--- src/rtl/fifo_uart_tx.sv ---
// UART transmitter that drains a console FIFO one byte at a time and
// serialises each byte as a start / LSB-first data / stop-bit frame.
module fifo_uart_tx #(
  parameter int WIDTH        = 8,
  parameter int CLKS_PER_BIT = 104,
  parameter int STOP_BITS    = 1
) (
  input  logic             clk,
  input  logic             rst_n,
  input  logic             enable,
  input  logic             fifo_empty,
  input  logic [WIDTH-1:0] fifo_data,
  output logic             fifo_advance,
  output logic             tx,
  output logic             busy,
  output logic             tx_done
);

  localparam int BAUD_W = $clog2(STOP_BITS * CLKS_PER_BIT);
  localparam int IDX_W  = (WIDTH > 1) ? $clog2(WIDTH) : 1;

  localparam logic [BAUD_W-1:0] BIT_END  = BAUD_W'(CLKS_PER_BIT - 1);
  localparam logic [BAUD_W-1:0] STOP_END = BAUD_W'(STOP_BITS * CLKS_PER_BIT - 1);
  localparam logic [BAUD_W-1:0] STOP_PRE = BAUD_W'(STOP_BITS * CLKS_PER_BIT - 2);
  localparam logic [IDX_W-1:0]  IDX_END  = IDX_W'(WIDTH - 1);

  typedef enum logic [2:0] {
    IDLE   = 3'd0,
    SETTLE = 3'd1,
    LOAD   = 3'd2,
    START  = 3'd3,
    DATA   = 3'd4,
    STOP   = 3'd5
  } state_t;

  state_t             state_reg, state_next;
  logic [BAUD_W-1:0]  baud_reg, baud_next;
  logic [IDX_W-1:0]   idx_reg, idx_next;
  logic [WIDTH-1:0]   shift_reg, shift_next;
  logic               tx_reg, tx_next;
  logic               busy_reg, busy_next;
  logic               adv_reg, adv_next;
  logic               done_reg, done_next;

  logic start_frame;
  logic bit_end;
  logic stop_end;

  assign start_frame = enable && !fifo_empty;
  assign bit_end     = (baud_reg == BIT_END);
  assign stop_end    = (baud_reg == STOP_END);

  always_ff @(posedge clk or negedge rst_n) begin
    if (!rst_n) begin
      state_reg <= IDLE;
      baud_reg  <= '0;
      idx_reg   <= '0;
      shift_reg <= '0;
      tx_reg    <= 1'b1;
      busy_reg  <= 1'b0;
      adv_reg   <= 1'b0;
      done_reg  <= 1'b0;
    end else begin
      state_reg <= state_next;
      baud_reg  <= baud_next;
      idx_reg   <= idx_next;
      shift_reg <= shift_next;
      tx_reg    <= tx_next;
      busy_reg  <= busy_next;
      adv_reg   <= adv_next;
      done_reg  <= done_next;
    end
  end

  always_comb begin
    state_next = state_reg;
    case (state_reg)
      IDLE:    if (start_frame) state_next = SETTLE;
      SETTLE:  state_next = LOAD;
      LOAD:    state_next = START;
      START:   if (bit_end) state_next = DATA;
      DATA:    if (bit_end && idx_reg == IDX_END) state_next = STOP;
      STOP:    if (stop_end) state_next = IDLE;
      default: state_next = IDLE;
    endcase
  end

  // Next values for every registered output and datapath register.
  always_comb begin
    baud_next  = baud_reg;
    idx_next   = idx_reg;
    shift_next = shift_reg;
    tx_next    = tx_reg;
    busy_next  = busy_reg;
    adv_next   = 1'b0;
    done_next  = 1'b0;
    case (state_reg)
      IDLE: begin
        tx_next   = 1'b1;
        busy_next = start_frame;
        baud_next = '0;
      end
      SETTLE: begin
        adv_next = 1'b1;
      end
      LOAD: begin
        // The FIFO advances on this edge; fifo_data still holds the old head.
        shift_next = fifo_data;
        tx_next    = 1'b0;
        baud_next  = '0;
      end
      START: begin
        if (bit_end) begin
          baud_next  = '0;
          idx_next   = '0;
          tx_next    = shift_reg[0];
          shift_next = shift_reg >> 1;
        end else begin
          baud_next = baud_reg + 1'b1;
        end
      end
      DATA: begin
        if (bit_end) begin
          baud_next = '0;
          if (idx_reg == IDX_END) begin
            tx_next = 1'b1;
          end else begin
            idx_next   = idx_reg + 1'b1;
            tx_next    = shift_reg[0];
            shift_next = shift_reg >> 1;
          end
        end else begin
          baud_next = baud_reg + 1'b1;
        end
      end
      STOP: begin
        tx_next   = 1'b1;
        done_next = (baud_reg == STOP_PRE);
        if (stop_end) begin
          baud_next = '0;
          busy_next = 1'b0;
        end else begin
          baud_next = baud_reg + 1'b1;
        end
      end
      default: begin
        tx_next   = 1'b1;
        busy_next = 1'b0;
        baud_next = '0;
      end
    endcase
  end

  assign fifo_advance = adv_reg;
  assign tx           = tx_reg;
  assign busy         = busy_reg;
  assign tx_done      = done_reg;

endmodule

--- config.mk ---
export PLATFORM = sky130hd
export DESIGN_NAME = fifo_uart_tx
export DESIGN_NICKNAME = d
export VERILOG_FILES = /design/src/rtl/fifo_uart_tx.sv
export SDC_FILE = /design/constraint.sdc
export NUM_CORES = 1
export LEC_CHECK = 0
export CELL_PAD_IN_SITES_DETAIL_PLACEMENT = 0
export CELL_PAD_IN_SITES_GLOBAL_PLACEMENT = 1
export CORE_MARGIN = 2
export CORE_UTILIZATION = 34
export DETAILED_ROUTE_END_ITERATION = 16
export PLACE_DENSITY_LB_ADDON = 0.15
export SYNTH_ARGS = -nofsm -noshare
export SYNTH_HDL_FRONTEND = slang
export SYNTH_SLANG_ARGS = --single-unit
--- constraint.sdc ---
create_clock -name clk -period 2.6 [get_ports clk]
set_input_delay 0.52 -clock clk [delete_from_list [all_inputs] [get_ports clk]]
set_output_delay 0.52 -clock clk [all_outputs]
set_load 0.03 [all_outputs]
==> results of run 1 <==
-- stage by stage --
step           worst slack (ps)  utilization [%]
2_1_floorplan             954.5                -
3_3_place_gp              676.0            39.68
3_5_place_dp              607.8            39.68
4_1_cts                   581.1            40.78
5_1_grt                   437.2            40.78
6_report                  591.3            40.78
-- layer usage --
layer | vias up | track usage (%)
li1 | 549 | -
met1 | 549 | 21.43
met2 | 31 | 22.01
met3 | 5 | 1.890
met4 | 0 | 4.487
met5 | - | 0
-- worst max path at each step --
| stage | to | slack, ps | depth (start not counted) |
|---|---|---|---|
| after global placement | idx_reg[0] | 680 | 5 |
| after global routing | idx_reg[0] | 440 | 5 |
| after floorplan | shift_reg[0] | 950 | 6 |
| after CTS | tx | 580 | 1 |
| after detailed placement | idx_reg[0] | 610 | 5 |
| final | tx | 590 | 1 |
-- where the power goes --
group	switching, mW	internal (mW)	leakage [nW]	total [mW]
registers	0.103	0.485	0.311	0.588
clock network	0.131	0.110	0.0228	0.241
logic	0.166	0.176	0.387	0.342
total	0.399	0.771	0.721	1.17
-- cells by family after synthesis --
kind of cell | share of synthesized area, %
DFF | 42.53
muxes | 7.131
buffers and inverters | 6.960
adders and majority gates | 3.396
AOI/OAI and AO/OA | 20.63
xor gates and xnor gates | 1.783
and+or+nand+nor | 17.57
-- cell usage after synthesis (2+ instances only) --
cell and count:
dfrtp_1 24, nand2_1 13, nor2_1 10, and3_1 9, mux2i_1 9, o2bb2ai_1 8
buf_2 7, inv_1 7, a21oi_1 6, ha_1 4, o21ai_1 4, buf_6 3
nand3_1 3, nor3_1 3, a22o_1 2, a31oi_1 2, and2_1 2, nand2b_1 2
o22ai_1 2, o32ai_1 2, xor2_1 2
-- area by class of cell --
cell class	count	area, µm²	area share (%)
clock buffers	4	45.04	2.703
inverters	8	30.03	1.802
multi-input cells	103	744.5	44.67
flip-flops and latches	25	626.9	37.61
well taps	50	62.56	3.754
repair buffers	16	157.7	9.459
==> flow_summary.json, run 1 <==
{
  "status": "completed",
  "synth_edf_count": 0,
  "root_buffer": "clkbuf_8",
  "numCtsBuffers": 3,
  "clockBufferDepth": 2,
  "grt_pass1_wl_um": 5664,
  "largest_register_ffs": 8,
  "vias_per_cell": 5.505,
  "seq_area_frac_synth_pct": 42.53,
  "power_mw": 1.170,
  "first_iter_violations": 96,
  "wl_met2_um": 1457,
  "avgRoutedWirePerCell_um": 15.75,
  "final_cells": 206,
  "hold-path-endpoint": "tx",
  "hold_path.class": "flop to flop",
  "fin_crit_sh_pct": 77.26,
  "worstRegToRegCells": 5,
  "synth_area_um2": 1474,
  "path_class": "flop to output port",
  "postCtsSetupRepairBufs": 0,
  "hold_depth": 2,
  "crit_buf_inv": 1,
  "hpwl_um": 2262,
  "routed_wirelength_um": 3245,
  "yosys_register_bits": 25,
  "die_x_um": 69.84,
  "clkLatencyLatePin_ps": 280,
  "layout_commonest_cell": "dfrtp_1",
  "grt_util_all_layers_pct": 14.53,
  "synth_area_leaders": "dfrtp_1 41%, mux2i_1 6.1%, o2bb2ai_1 4.8%",
  "row_count": 23,
  "async_flop_share_pct": 100.0,
  "hp-start": "tx",
  "slew_headroom_pct": 60.47,
  "crit_chain": "clkdlybuf4s50_1",
  "hold_ws_ps": 475.5,
  "drv_slew": 0,
  "top_layer_used": "met4",
  "nFillCells": 409,
  "critPathMaxFanout": 2,
  "coreArea_um2": 4086,
  "rsz0062_at_grt": "no",
  "power_density_nw_per_um2": 702.2,
  "tns_ps": 0,
  "crit_path_start_kind": "flop",
  "timing.rr.end": "idx_reg[0]",
  "crit_start": "tx",
  "wirelength_met1_um": 1598,
  "synthFlopType": "dfrtp_1",
  "period_needed_ps": 2009,
  "cellLeakagePower_nw": 0.7210,
  "grt_max_degree": 16,
  "r2r_setup_slack_ps": 590,
  "worst_pin_slew_ps": 593.0,
  "yosys_warnings": 0,
  "area_growth_pct": 13.07,
  "synth_top_area_cell": "dfrtp_1",
  "setup_violations": 0,
  "fmax_mhz": 497.8,
  "ios": 16,
  "cts.sinks": 25,
  "initial_core_util_pct": 36.07,
  "post-route-cell-area_um2": 1667,
  "cts_tree": "done",
  "post-place-cells": 202,
  "drc": 0,
  "path_delay_family": "buffers and inverters",
  "drtPass1Iterations": 6,
  "reg2reg_from": "baud_reg[0]",
  "die-height_um": 69.84,
  "first_global_vias": 1108,
  "clk_pin_slew_ps": 90,
  "crit_slowest_cell": "clkdlybuf4s50_1",
  "finalHoldViolCount": 0,
  "diodes": 0,
  "nets": 173,
  "gp_congestion": 0.8497,
  "cap_violations": 0,
  "netlist_instances": 147,
  "dpl_cell_area_um2": 1622,
  "ir_drop_mv": 0.2993,
  "antenna_found_initial": 0,
  "required_ps": 2080,
  "synth_top_area_share_pct": 40.75,
  "crit_path_max_incr_delay_ps": 670,
  "post_cts_resized": 0,
  "synth_nets": 163,
  "numPortBuffers": 15,
  "synth_cell_types": 44,
  "cp-end-kind": "output port",
  "overflow": 0,
  "cts_hold_buf": 0,
  "wl_met3_um": 147,
  "cp_data_arrival_time_ps": 1490,
  "syn-mean-instance-area_um2": 10.03,
  "skew_ps": 5.598,
  "ant_nets": 0,
  "dr_total_vias": 1134,
  "dieArea_um2": 4878,
  "cts.htree.levels": 1,
  "final_cell_mix": "24 x dfrtp_1, 15 x clkdlybuf4s50_1, 13 x nand2_1",
  "final_layout_size_suffix_gt1_share_pct": 8.333
}
Power figures use the tool's default switching activity.
==> run 2: changes to the inputs <==
Clock period 2.6 ns to 2.1 ns, I/O delays scaled along.
==> flow_summary.json, run 2 (same netlist as run 1, synthesis figures left out) <==
{
  "fmax_mhz": 529.1,
  "coreArea_um2": 4086,
  "ios": 16,
  "worst_pin_slew_ps": 487.2,
  "skew_ps": 6.456,
  "finalHoldViolCount": 0,
  "dieArea_um2": 4878,
  "crit_buf_inv": 1,
  "initial_core_util_pct": 36.07,
  "path_class": "flop to output port",
  "area_growth_pct": 17.15,
  "postCtsSetupRepairBufs": 0,
  "critPathMaxFanout": 2,
  "cp_data_arrival_time_ps": 1470,
  "nFillCells": 404,
  "hold_path.class": "flop to flop",
  "cts.htree.levels": 1,
  "drtPass1Iterations": 4,
  "setup_violations": 0,
  "first_iter_violations": 69,
  "drv_slew": 0,
  "row_count": 23,
  "crit_slowest_cell": "clkdlybuf4s50_1",
  "grt_max_degree": 26,
  "ir_drop_mv": 0.3743,
  "layout_commonest_cell": "dfrtp_1",
  "gp_congestion": 0.7870,
  "cap_violations": 0,
  "crit_path_start_kind": "flop",
  "routed_wirelength_um": 3255,
  "cts_hold_buf": 0,
  "path_delay_family": "buffers and inverters",
  "cellLeakagePower_nw": 0.7624,
  "post_cts_resized": 0,
  "multi_input_area_um2": 744.5,
  "numPortBuffers": 15,
  "crit_path_max_incr_delay_ps": 660,
  "vias_per_cell": 5.500,
  "drc": 0,
  "antenna_found_initial": 0,
  "final_layout_size_suffix_gt1_share_pct": 12.80,
  "required_ps": 1680,
  "final_cell_mix": "24 x dfrtp_1, 15 x clkdlybuf4s50_1, 13 x nand2_1",
  "utilization_pct": 42.25,
  "root_buffer": "clkbuf_8",
  "ant_nets": 0,
  "nets": 181,
  "power_density_nw_per_um2": 859.6,
  "clk_pin_slew_ps": 80,
  "cts.sinks": 25,
  "first_global_vias": 1133,
  "slew_headroom_pct": 67.52,
  "fin_crit_sh_pct": 90.01,
  "hpwl_um": 2309,
  "die-height_um": 69.84,
  "die_x_um": 69.84,
  "grt_pass1_wl_um": 5595,
  "clkLatencyLatePin_ps": 260,
  "cts_tree": "done",
  "avgRoutedWirePerCell_um": 15.21,
  "tns_ps": 0,
  "numCtsBuffers": 3,
  "grt_util_all_layers_pct": 14.12,
  "period_needed_ps": 1890,
  "regArea_um2": 626.9,
  "diodes": 0,
  "crit_chain": "clkdlybuf4s50_1",
  "status": "completed",
  "cp-end-kind": "output port",
  "rsz0062_at_grt": "no",
  "largest_register_ffs": 8,
  "clockBufferDepth": 2,
  "overflow": 0,
  "dr_total_vias": 1177
}
-- run 2: cell count changes in the layout (fill, tap and decap cells not counted), sizes merged --
cell and change:
buf +8
-- run 2: worst paths after layout --
check / slack [ps] / cells after the start / endpoint / from
max: 210 / 1 / tx / tx
max in group asynchronous: 1280 / 2 / tx / rst_n
min: 480 / 2 / tx / tx
min in group asynchronous: 510 / 2 / tx_done / rst_n
max reg2reg: 270 / 6 / shift_reg[3] / idx_reg[0]
min reg2reg: 480 / 2 / tx / tx
-- run 2: metrics by stage --
stage | setup WS [ps] | total power [mW] | area (µm²) | hold WS, ps | cells
after detailed placement | 252.8 | 1.209 | 1682 | 466.8 | 210
after global placement | 327.4 | 1.189 | 1682 | 465.6 | 210
after global routing | 118.7 | 1.608 | 1727 | 506.8 | 214
final | 209.9 | 1.484 | 1727 | 480.3 | 214
after floorplan | 454.5 | 1.067 | 1474 | 124.4 | 147
after CTS | 195.7 | 1.497 | 1727 | 485.2 | 214
-- run 2: layout make-up --
| class | instances | share of cell area (%) |
|---|---|---|
| Multi-Input combinational cell | 103 | 43.12 |
| Inverter | 8 | 1.739 |
| Clock buffer | 4 | 2.609 |
| Timing Repair Buffer | 24 | 12.61 |
| Tap cell | 50 | 3.623 |
| Sequential cell | 25 | 36.30 |
-- run 2: report_power, final --
group | leakage, nW | internal (mW) | switching [mW]
clock network | 0.0228 | 0.135 | 0.150
logic | 0.428 | 0.251 | 0.245
registers | 0.311 | 0.601 | 0.102
-- run 2: routing by layer --
metal,global-route usage (%),vias to the layer above,wire length (µm)
met5,0,-,0
met4,3.632,0,14
met3,1.890,2,97
met2,21.90,19,1539
met1,20.69,590,1603
li1,-,566,-
-- run 2: worst register-to-register path, delay by kind of cell, from the launching register on --
family | cells | cell delay, ps
DFF | 1 | 410
and+or+nand+nor | 1 | 300
adders and majority gates | 2 | 420
AOI/OAI and AO/OA | 3 | 590
